<file path="src/rtl/seq_shift_add_multiplier.sv">
// Iterative unsigned shift-add multiplier: one partial-product add per clock
// through a carry-lookahead adder, with valid/ready handshakes on both sides.

module nBitCarryLookAheadAdder #(
    parameter int NUMBITS = 8
) (
    input  logic [NUMBITS-1:0] a_in,
    input  logic [NUMBITS-1:0] b_in,
    input  logic               c_in,
    output logic [NUMBITS-1:0] s_out,
    output logic               c_out
);

    logic [NUMBITS-1:0] g_s;
    logic [NUMBITS-1:0] p_s;
    logic [NUMBITS:0]   c_s;
    logic               carry_s;

    assign g_s = a_in & b_in;
    assign p_s = a_in ^ b_in;

    // Each carry is expanded independently from generate/propagate terms.
    always_comb begin
        c_s     = {(NUMBITS+1){1'b0}};
        carry_s = 1'b0;
        c_s[0]  = c_in;
        for (int i = 0; i < NUMBITS; i++) begin
            carry_s = c_in;
            for (int j = 0; j <= i; j++) begin
                carry_s = g_s[j] | (p_s[j] & carry_s);
            end
            c_s[i+1] = carry_s;
        end
    end

    assign s_out = p_s ^ c_s[NUMBITS-1:0];
    assign c_out = c_s[NUMBITS];

endmodule

module seq_shift_add_multiplier #(
    parameter int NUMBITS = 8
) (
    input  logic                   clk,
    input  logic                   rst_n,
    input  logic                   start_valid,
    output logic                   start_ready,
    input  logic [NUMBITS-1:0]     a_in,
    input  logic [NUMBITS-1:0]     b_in,
    output logic [2*NUMBITS-1:0]   product_out,
    output logic                   done_valid,
    input  logic                   done_ready,
    output logic                   busy
);

    localparam int CW = (NUMBITS > 2) ? $clog2(NUMBITS) : 1;

    localparam logic [1:0] ST_IDLE = 2'd0;
    localparam logic [1:0] ST_RUN  = 2'd1;
    localparam logic [1:0] ST_DONE = 2'd2;

    localparam logic [CW-1:0] LAST_COUNT = CW'(NUMBITS - 1);

    logic [1:0]           state_q,   state_d;
    logic [NUMBITS-1:0]   mcand_q,   mcand_d;
    // High accumulator; the adder carry lands in its top bit on every shift,
    // so the extra carry-position bit is always zero and is not stored.
    logic [NUMBITS-1:0]   acc_q,     acc_d;
    logic [NUMBITS-1:0]   lo_q,      lo_d;
    logic [CW-1:0]        count_q,   count_d;
    logic [2*NUMBITS-1:0] product_q, product_d;
    logic                 start_ready_q;
    logic                 done_valid_q;
    logic                 busy_q;

    logic [NUMBITS-1:0]   add_b_s;
    logic [NUMBITS-1:0]   add_s_s;
    logic                 add_c_s;

    assign add_b_s = lo_q[0] ? mcand_q : {NUMBITS{1'b0}};

    nBitCarryLookAheadAdder #(.NUMBITS(NUMBITS)) u_cla (
        .a_in  (acc_q),
        .b_in  (add_b_s),
        .c_in  (1'b0),
        .s_out (add_s_s),
        .c_out (add_c_s)
    );

    // Next-state, datapath shift and result capture.
    always_comb begin
        state_d   = state_q;
        mcand_d   = mcand_q;
        acc_d     = acc_q;
        lo_d      = lo_q;
        count_d   = count_q;
        product_d = product_q;
        case (state_q)
            ST_IDLE: begin
                if (start_valid) begin
                    mcand_d = a_in;
                    lo_d    = b_in;
                    acc_d   = {NUMBITS{1'b0}};
                    count_d = {CW{1'b0}};
                    state_d = ST_RUN;
                end else begin
                    state_d = ST_IDLE;
                end
            end
            ST_RUN: begin
                acc_d   = {add_c_s, add_s_s[NUMBITS-1:1]};
                lo_d    = {add_s_s[0], lo_q[NUMBITS-1:1]};
                count_d = count_q + CW'(1);
                if (count_q == LAST_COUNT) begin
                    state_d   = ST_DONE;
                    product_d = {acc_d, lo_d};
                end else begin
                    state_d = ST_RUN;
                end
            end
            ST_DONE: begin
                if (done_ready) begin
                    state_d = ST_IDLE;
                end else begin
                    state_d = ST_DONE;
                end
            end
            default: begin
                state_d = ST_IDLE;
            end
        endcase
    end

    // State and registered handshake outputs; reset overrides everything.
    always_ff @(posedge clk) begin
        if (!rst_n) begin
            state_q       <= ST_IDLE;
            mcand_q       <= {NUMBITS{1'b0}};
            acc_q         <= {NUMBITS{1'b0}};
            lo_q          <= {NUMBITS{1'b0}};
            count_q       <= {CW{1'b0}};
            product_q     <= {(2*NUMBITS){1'b0}};
            start_ready_q <= 1'b1;
            done_valid_q  <= 1'b0;
            busy_q        <= 1'b0;
        end else begin
            state_q       <= state_d;
            mcand_q       <= mcand_d;
            acc_q         <= acc_d;
            lo_q          <= lo_d;
            count_q       <= count_d;
            product_q     <= product_d;
            start_ready_q <= (state_d == ST_IDLE);
            done_valid_q  <= (state_d == ST_DONE);
            busy_q        <= (state_d == ST_RUN);
        end
    end

    assign start_ready = start_ready_q;
    assign done_valid  = done_valid_q;
    assign busy        = busy_q;
    assign product_out = product_q;

endmodule
</file>
<file path="config.mk">
export PLATFORM = sky130hd
export DESIGN_NAME = seq_shift_add_multiplier
export DESIGN_NICKNAME = d
export VERILOG_FILES = /design/src/rtl/seq_shift_add_multiplier.sv
export SDC_FILE = /design/constraint.sdc
export NUM_CORES = 1
export LEC_CHECK = 0
export ABC_AREA = 1
export CAP_MARGIN = 30
export CORE_MARGIN = 2
export CORE_UTILIZATION = 47
export CTS_CLUSTER_SIZE = 24
export DETAILED_ROUTE_END_ITERATION = 10
export GPL_TIMING_DRIVEN = 0
export PLACE_DENSITY = 0.75
export REMOVE_ABC_BUFFERS = 1
export SYNTH_ARGS = -nofsm -noshare
export SYNTH_HDL_FRONTEND = slang
export SYNTH_HIERARCHICAL = 1
export SYNTH_SLANG_ARGS = --single-unit
</file>
<file path="constraint.sdc">
create_clock -name clk -period 3.91 [get_ports clk]
set_input_delay 0.391 -clock clk [delete_from_list [all_inputs] [get_ports clk]]
set_output_delay 0.391 -clock clk [all_outputs]
set_load 0.02 [all_outputs]
</file>
Word-level counts from Yosys, hierarchy flattened --
Cells that the tools add are included.
Cells by class: $add $sub $neg 1, equality and inequality tests 6, muxes and demuxes 11, bitwise operators 17, reductions and logical operators 6
Operators by type and width (number):
- 8-bit one-hot mux with 2 select lines | 2
- 8-bit two-way mux | 3
- 8-bit bitwise XOR | 2
- 8-bit AND | 1
- 1-bit AND | 7
- 1-bit OR | 7
- 2-bit one-hot mux with 3 select lines | 1
- 3-bit one-hot mux with 2 select lines | 1
- 2-bit AND reduction | 3
- 2-bit by 1-bit == test with 1-bit output, second input constant | 2
- 2-bit == test, second input constant | 2
- 2-bit logical NOT | 2
- 2-bit two-way mux | 2
- 3-bit by 1-bit adder with 3-bit output, second input constant | 1
- 3-bit == test, second input constant | 1
- 3-bit two-way mux | 1
- 2-bit != test, second input constant | 1
- 2-bit nonzero test | 1
- 1-bit two-way mux | 1
Storage, ports and cells: register bits 48, input port bits 20, output and inout bits 19, logic and storage cells 50

Depth between registers and ports, before layout --
Gate-level depths: netlist of run 1.
depth after elaboration 17, depth in mapped cells 17, mapped depth without buffers 16

Cells and area by module --
Netlist of run 1, hierarchy kept.
Modules (own cells, without submodules):
- seq_shift_add_multiplier | instances 1, cells an instance 253, area each 1999.4 um^2, sequential area each 960.9 um^2
- nBitCarryLookAheadAdder | instances 1, cells an instance 18, area each 197.7 um^2, sequential area each 0.0 um^2

Worst setup path before layout of run 1 --
No wires, ideal clock.
path type reg2reg, start point register lo_q[0], end point register acc_q[6], setup time 69 ps, arrival 3736 ps, data required time 3841 ps, setup slack 105 ps, cell stages (with the launch flop) 18, path buffers 1, clock period less this slack 3805 ps, path through dfxtp_1 -> clkbuf_1 -> nand2_1 -> inv_1 -> inv_1 -> fa_1 -> inv_1 -> fa_1 -> fa_1 -> fa_1 -> fa_1 -> fa_1 -> fa_1 -> inv_1 -> fa_1 -> inv_1 -> nand2_1 -> a21oi_2
Between the ends: longest elaborated chain between the ends 16, elaborated cells on any way between the ends 17, those cells by class mux (2); bitwise (15)
RTL lines:
- from (decl) | RTL line 69 | logic [NUMBITS-1:0] lo_q, lo_d;
- from (signal assigned) | RTL line 140 | lo_q <= {NUMBITS{1'b0}};
- from (signal assigned) | RTL line 150 | lo_q <= lo_d;
- 8-bit two-way mux | RTL line 80 | assign add_b_s = lo_q[0] ? mcand_q : {NUMBITS{1'b0}};
- net add_b_s[0] | RTL line 76 | logic [NUMBITS-1:0] add_b_s;
- 8-bit AND | RTL line 19 | assign g_s = a_in & b_in;
- 1-bit AND | RTL line 30 | carry_s = g_s[j] | (p_s[j] & carry_s);
- 1-bit OR | RTL line 30
- 1-bit AND | RTL line 30
- 1-bit OR | RTL line 30
- 1-bit AND | RTL line 30
- [... 2 more ...]
- 1-bit OR | RTL line 30
- 1-bit AND | RTL line 30
- 1-bit OR | RTL line 30
- 1-bit AND | RTL line 30
- 1-bit OR | RTL line 30
- 8-bit bitwise XOR | RTL line 36 | assign s_out = p_s ^ c_s[NUMBITS-1:0];
- net add_s_s[7] | RTL line 77 | logic [NUMBITS-1:0] add_s_s;
- 8-bit one-hot mux with 2 select lines | RTL line 98 | case (state_q)
- to (signal assigned) | RTL line 139 | acc_q <= {NUMBITS{1'b0}};
- to (decl) | RTL line 68 | logic [NUMBITS-1:0] acc_q, acc_d;
The timed path passes the listed nets, and every way through them passes these cells. A chain may end at the register's enable or synchronous reset.

Worst setup path after layout of run 1 --
start point register lo_q[0], end point register product_q[14], in the netlist product_out[14]
Between the ends: longest elaborated chain between the ends 15, elaborated cells on any way between the ends 16, those cells by class mux (1); bitwise (15)
RTL lines:
- 8-bit two-way mux | RTL line 80
- net add_b_s[0] | RTL line 76
- 8-bit AND | RTL line 19
- 1-bit AND | RTL line 30
- 1-bit OR | RTL line 30
- 1-bit AND | RTL line 30
- 1-bit OR | RTL line 30
- 1-bit AND | RTL line 30
- 1-bit OR | RTL line 30
- 1-bit AND | RTL line 30
- 1-bit OR | RTL line 30
- 1-bit AND | RTL line 30
- 1-bit OR | RTL line 30
- 1-bit AND | RTL line 30
- 1-bit OR | RTL line 30
- 8-bit bitwise XOR | RTL line 36
- net add_s_s[7] | RTL line 77
- to (signal assigned) | RTL line 142 | product_q <= {(2*NUMBITS){1'b0}};
- to (signal assigned) | RTL line 152 | product_q <= product_d;
- to (decl) | RTL line 71 | logic [2*NUMBITS-1:0] product_q, product_d;
The timed path passes the listed nets, and every way through them passes these cells.

==> flow_summary.ini, run 1 <==
[run_status]
run_status = complete, no violations

[floorplan]
rows = 24
floorplan.die_area_mm2 = 0.00524
fp.dieW_um = 72.4
dieHeight_um = 72.4
core_mm2 = 0.00441
boundary_pin_count = 39
initial_core_util = 0.498

[detailed_routing]
detail_route.vias_per_cell = 4.96
detail_route.iter0.violations = 92
dr.pass1.iters = 4
dr_total_vias = 1764
post-route-drc-count = 0
routed_wl_um = 4310
wire_per_inst_um = 12.1
final_antenna_net_count = 0

[timing]
final_min_period_over_clock_period = 0.957
setup_violations = 0
finalHoldViolations = 0
grt_setup_unrepaired = false
timing.final.crit_period_ps = 3740
worst_slew_margin_rel = 0.387
worst_pin_slew_ps = 918
finalHoldWorstSlack_ps = 464
fmax_mhz = 267
skew_ps = 3.70
number_of_max_slew_violations_in_the_final_report = 0

[final_layout]
finalNonFillerCells = 356
area.growth.synth_to_final_pct = 21.0
stdcell_area_mm2 = 0.00266
num_antenna_cells = 0
num-nets-final = 333
post-route-util = 0.602
final_layout_size_suffix_gt1_frac = 0.128

[critical_path]
worst_ep_arrival_time_ps = 3970
critical_path_required_ps = 4140
timing_worst_setup_path_type = register to register
setup.worst_path.start_class = register
critPathCaptureType = register
crit_path_max_fanout = 3

[placed_design]
port_buffers = 38
placed_area_mm2 = 0.00254
dp_hpwl_um = 2710
globalplace.congestion = 0.792
dpl.cell_count = 347

[yosys]
post_synth_instance_area_mm2 = 0.00220
synth_sequential_area_ratio = 0.437
post_synth.cell_area_avg_um2 = 8.11
synth-seq-cells = 48
netlist-cell-type-count = 25
yosysWarnings = 6
post_synthesis_cells = 271

[power]
ir_worst_vdd_mv = 0.201
powerDensity_mw_per_mm2 = 353
seq_power_share = 0.554
net_load_switching_power_uw = 242
power.share.switching = 0.258
p_int_uw = 696
combinationalPowerShare = 0.121
power_leakage_uw = 0.00110
finalPower_uw = 939
power.clock.fraction = 0.326

[clocking]
clk_root_buffer_cell = clkbuf_8
numCtsBuffers = 5
clock_edge_transition_at_the_registers_on_the_reported_setup_and_hold_paths_ps = 90
ctsHtreeMaxLevel = 2
cts_tree = built
clkSinkCount = 48
clock_latency_ps = 300
cts_max_path_buffers = 2
ctsHoldBuffers = 0

[run]
number_of_maximum_capacitance_constraint_violations = 0

[global_route]
antenna_found_initial = 0
grt_pass1_wl_um = 7330
gr-total-overflow = 0
grt_pass1_vias = 1655
largest_net_degree_at_the_start_of_global_routing = 29
track_usage = 0.181

[worst_hold_path]
min-delay-path-class = register to register
==> synthesized netlist by cell type, drive strengths merged <==
master / count / area share
clkbuf: 2 / 0.0034
nand3: 26 / 0.080
buf: 12 / 0.042
nand3b: 2 / 0.0068
o21ai: 16 / 0.036
conb: 1 / 0.0017
nor2: 41 / 0.077
inv: 31 / 0.053
a21oi: 24 / 0.070
nor3: 7 / 0.016
dfxtp: 48 / 0.44
nand2: 51 / 0.093
ha: 2 / 0.011
fa: 8 / 0.073
==> repair_timing <==
action,in CTS,in global routing
pin swaps,0,1
buffers inserted,0,1
endpoints found under the setup margin,2,2
gates resized for setup,3,3
==> cell type report <==
| class | count | area (um2) |
|---|---|---|
| fill | 414 | 1760 |
| multi-input combinational | 178 | 1030 |
| sequential | 48 | 965 |
| timing repair buffer | 39 | 388 |
| inverter | 31 | 116 |
| clock buffer | 6 | 82.6 |
| tap | 52 | 65.1 |
| clock inverter | 2 | 10.0 |
==> path summary, 6_finish.rpt <==
path | start | end | slack [ps] | depth (start not counted)
setup reg to reg | lo_q[0] | product_out[14] | 170 | 16
hold / removal | product_out[9] | product_out[9] | 460 | 2
hold reg to reg | product_out[9] | product_out[9] | 460 | 2
setup / recovery | lo_q[0] | product_out[14] | 170 | 16
==> power groups by stage <==
stage	sequential (uW)	clock (uW)	combinational, uW
after floorplan	532	0	65.6
after global placement	532	0	108
after detailed placement	533	0	109
after CTS	521	315	110
after global routing	522	331	128
final	520	306	113
==> critical path: stages, from the launching register on <==
cell     delay (ps)
dfxtp_4         360
nand2_1          60
inv_1            40
inv_1            60
fa_1            160
inv_1            50
fa_1            380
fa_2            350
fa_1            390
fa_2            360
fa_2            350
fa_1            370
inv_1            80
fa_1            400
inv_1            80
nand2_1          60
a21oi_2         150
==> metrics by stage <==
step | TNS [ps] | worst slack, ps
floorplan | 0 | 167
global placement | -7.26 | -7.26
detailed placement | -78.5 | -45.9
CTS | 0 | 39.0
global route | 0 | 10.6
finish | 0 | 169
==> routing by layer <==
metal  wire length (um)  vias up  global-route usage
met3                149        8              0.0306
met5                  0        -                   0
met2               1940       33               0.294
li1                   -      913                   -
met1               2130      810               0.235
met4                 91        0              0.0885
==> sequential cells by signal, indices dropped and copies added (netlist names) <==
register     flops
acc_q            8
done_valid       1
product_out     16
count_q          3
lo_q             8
state_q          2
mcand_q          8
busy             1
start_ready      1
==> kinds of logic after synthesis <==
family          share of synthesized area
compound gates                      0.106
fa+ha+maj                          0.0843
buf+inv                            0.0979
flops                               0.437
other cells                       0.00171
simple gates                        0.272
==> cells in the final DEF, fill, tap and decap left out, drive strengths merged, types with 7 or more instances in the layout <==
master / count
nand2: 51
dfxtp: 48
nor2: 41
clkdlybuf4s50: 38
inv: 31
nand3: 26
a21oi: 24
o21ai: 16
fa: 8
nor3: 7
Note: power is estimated with default switching activity, not from simulation.
==> inputs of run 2 (changes only) <==
Settings changed: CORE_UTILIZATION 47 to 35, PLACE_DENSITY 0.75 to not set, SETUP_SLACK_MARGIN set to 0.02.
==> flow_summary.ini, run 2 (synthesis results as in run 1) <==
[final_layout]
post-route-util = 0.450
filler_cell_count = 628
seqCellArea_um2 = 965
final_common_cell = nand2_1
final_layout_size_suffix_gt1_frac = 0.131
multiInputGateArea_mm2 = 0.00103
num-nets-final = 334
largest_reg_flops = 16
area.growth.synth_to_final_pct = 22.7
num_antenna_cells = 0
most-common-layout-cells = nand2_1, dfxtp_1, nor2_1
finalNonFillerCells = 380
stdcell_area_mm2 = 0.00270

[floorplan]
initial_core_util = 0.367
boundary_pin_count = 39
floorplan.die_area_mm2 = 0.00693
rows = 28
core_mm2 = 0.00599
fp.dieW_um = 83.2
dieHeight_um = 83.2

[detailed_routing]
routed_wl_um = 4400
post-route-drc-count = 0
dr_total_vias = 1749
dr.pass1.iters = 4
wire_per_inst_um = 11.6
detail_route.vias_per_cell = 4.60
detail_route.iter0.violations = 63
final_antenna_net_count = 0

[power]
power.share.switching = 0.261
net_load_switching_power_uw = 247
seq_power_share = 0.550
combinationalPowerShare = 0.120
powerDensity_mw_per_mm2 = 351
power.clock.fraction = 0.330
p_int_uw = 700
ir_worst_vdd_mv = 0.131
power_leakage_uw = 0.00110

[global_route]
globalRouteMet3Util = 0.0318
grt_most_used_layer = met2
grt_pass1_wl_um = 7410
gr-total-overflow = 0
track_usage = 0.132
largest_net_degree_at_the_start_of_global_routing = 29
grt_pass1_vias = 1587
antenna_found_initial = 0
gr-usage-met1 = 0.184
grt_use_met2 = 0.197

[timing]
worst_pin_slew_ps = 901
number_of_max_slew_violations_in_the_final_report = 0
finalHoldViolations = 0
totalNegativeSetupSlack_ps = 0
grt_setup_unrepaired = false
setup_violations = 0
skew_ps = 3.86
fmax_mhz = 272
final_min_period_over_clock_period = 0.940
timing.final.crit_period_ps = 3680
worst_slew_margin_rel = 0.399

[critical_path]
crit_path_max_fanout = 8
source_of_the_worst_register_to_register_timing_path = lo_q[0]
cp_cell_sequence = nand2_1 -> inv_1 -> inv_1 -> fa_1 -> inv_1 -> fa_2 -> fa_2 -> fa_2 -> fa_2 -> fa_1 -> fa_1 -> inv_1 -> fa_1 -> inv_2 -> nand2_1 -> a21oi_1
timing_endpoint_of_the_critical_path = product_out[14]
slowest_cp_cell = fa_1
critPathCaptureType = register
worst_ep_arrival_time_ps = 3900
timing_worst_setup_path_type = register to register
r2r-end = product_out[14]
worst_setup_path_startpoint = lo_q[0]
r2r_slack_ps = 230
setup.worst_path.start_class = register
critical_path_required_ps = 4140
worst_reg2reg_path_length_in_cells = 16
cpPeakStageDelay_ps = 420

[clocking]
clk_root_buffer_cell = clkbuf_8
ctsHtreeMaxLevel = 2
clkSinkCount = 48
clock_edge_transition_at_the_registers_on_the_reported_setup_and_hold_paths_ps = 90
numCtsBuffers = 5
cts_tree = built
clock_latency_ps = 300
cts_max_path_buffers = 2

[placed_design]
port_buffers = 38
dpl.cell_count = 370
globalplace.congestion = 0.762
dp_hpwl_um = 2870
placed_area_mm2 = 0.00257

[run_status]
run_status = complete, no violations

[worst_hold_path]
min-delay-path-class = register to register

[run]
number_of_maximum_capacitance_constraint_violations = 0
==> run 2: cell type report <==
| cell class | instances | area share |
|---|---|---|
| Clock buffer | 7 | 0.0320 |
| Clock inverter | 1 | 0.00279 |
| Inverter | 31 | 0.0432 |
| Multi-Input combinational cell | 178 | 0.383 |
| Sequential cell | 48 | 0.358 |
| Tap cell | 75 | 0.0348 |
| Timing Repair Buffer | 40 | 0.147 |
==> run 2: worst max-delay path, delay by kind of cell, from the launching register on <==
kind	cells	cell delay [ps]
AO/OA/AOI/OAI	1	150
adder cells (fa/ha/maj)	8	2680
buffers and inverters	5	290
flip-flops	1	380
AND/OR/NAND/NOR	2	110
==> run 2: power groups by stage <==
stage	Clock (uW)	Sequential [uW]	Combinational, uW
after CTS	325	522	111
final	312	521	113
after global routing	345	524	129
after detailed placement	0	533	111
after floorplan	0	532	65.6
after global placement	0	532	110
==> run 2: timing repair <==
action / 4_1_cts / 5_1_grt
endpoints found under the setup margin: 2 / 2
pin swaps: 0 / 1
hold buffers: 0 / 0
buffers inserted: 0 / 2
resized for setup: 3 / 4
==> run 2: stage by stage <==
stage                     total power [uW]  hold slack [ps]  setup slack, ps
after floorplan                        598              438              167
after global placement                 642              450            -50.8
after detailed placement               643              452            -23.6
after CTS                              958              466             62.0
after global routing                   998              481             57.1
final                                  947              463              235
==> run 2: how the worst min path moves through the flow <==
stage	start	end	cells past startpoint
final	product_out[11]	product_out[11]	2
after floorplan	count_q[0]	count_q[0]	1
after global placement	product_out[7]	product_out[7]	2
after detailed placement	product_out[8]	product_out[8]	2
after CTS	product_out[8]	product_out[8]	2
after global routing	product_out[8]	product_out[8]	2
==> run 2: layer usage <==
layer	vias up	part of all wire
li1	915	-
met1	792	0.52
met2	36	0.43
met3	6	0.040
met4	0	0.017
met5	-	0
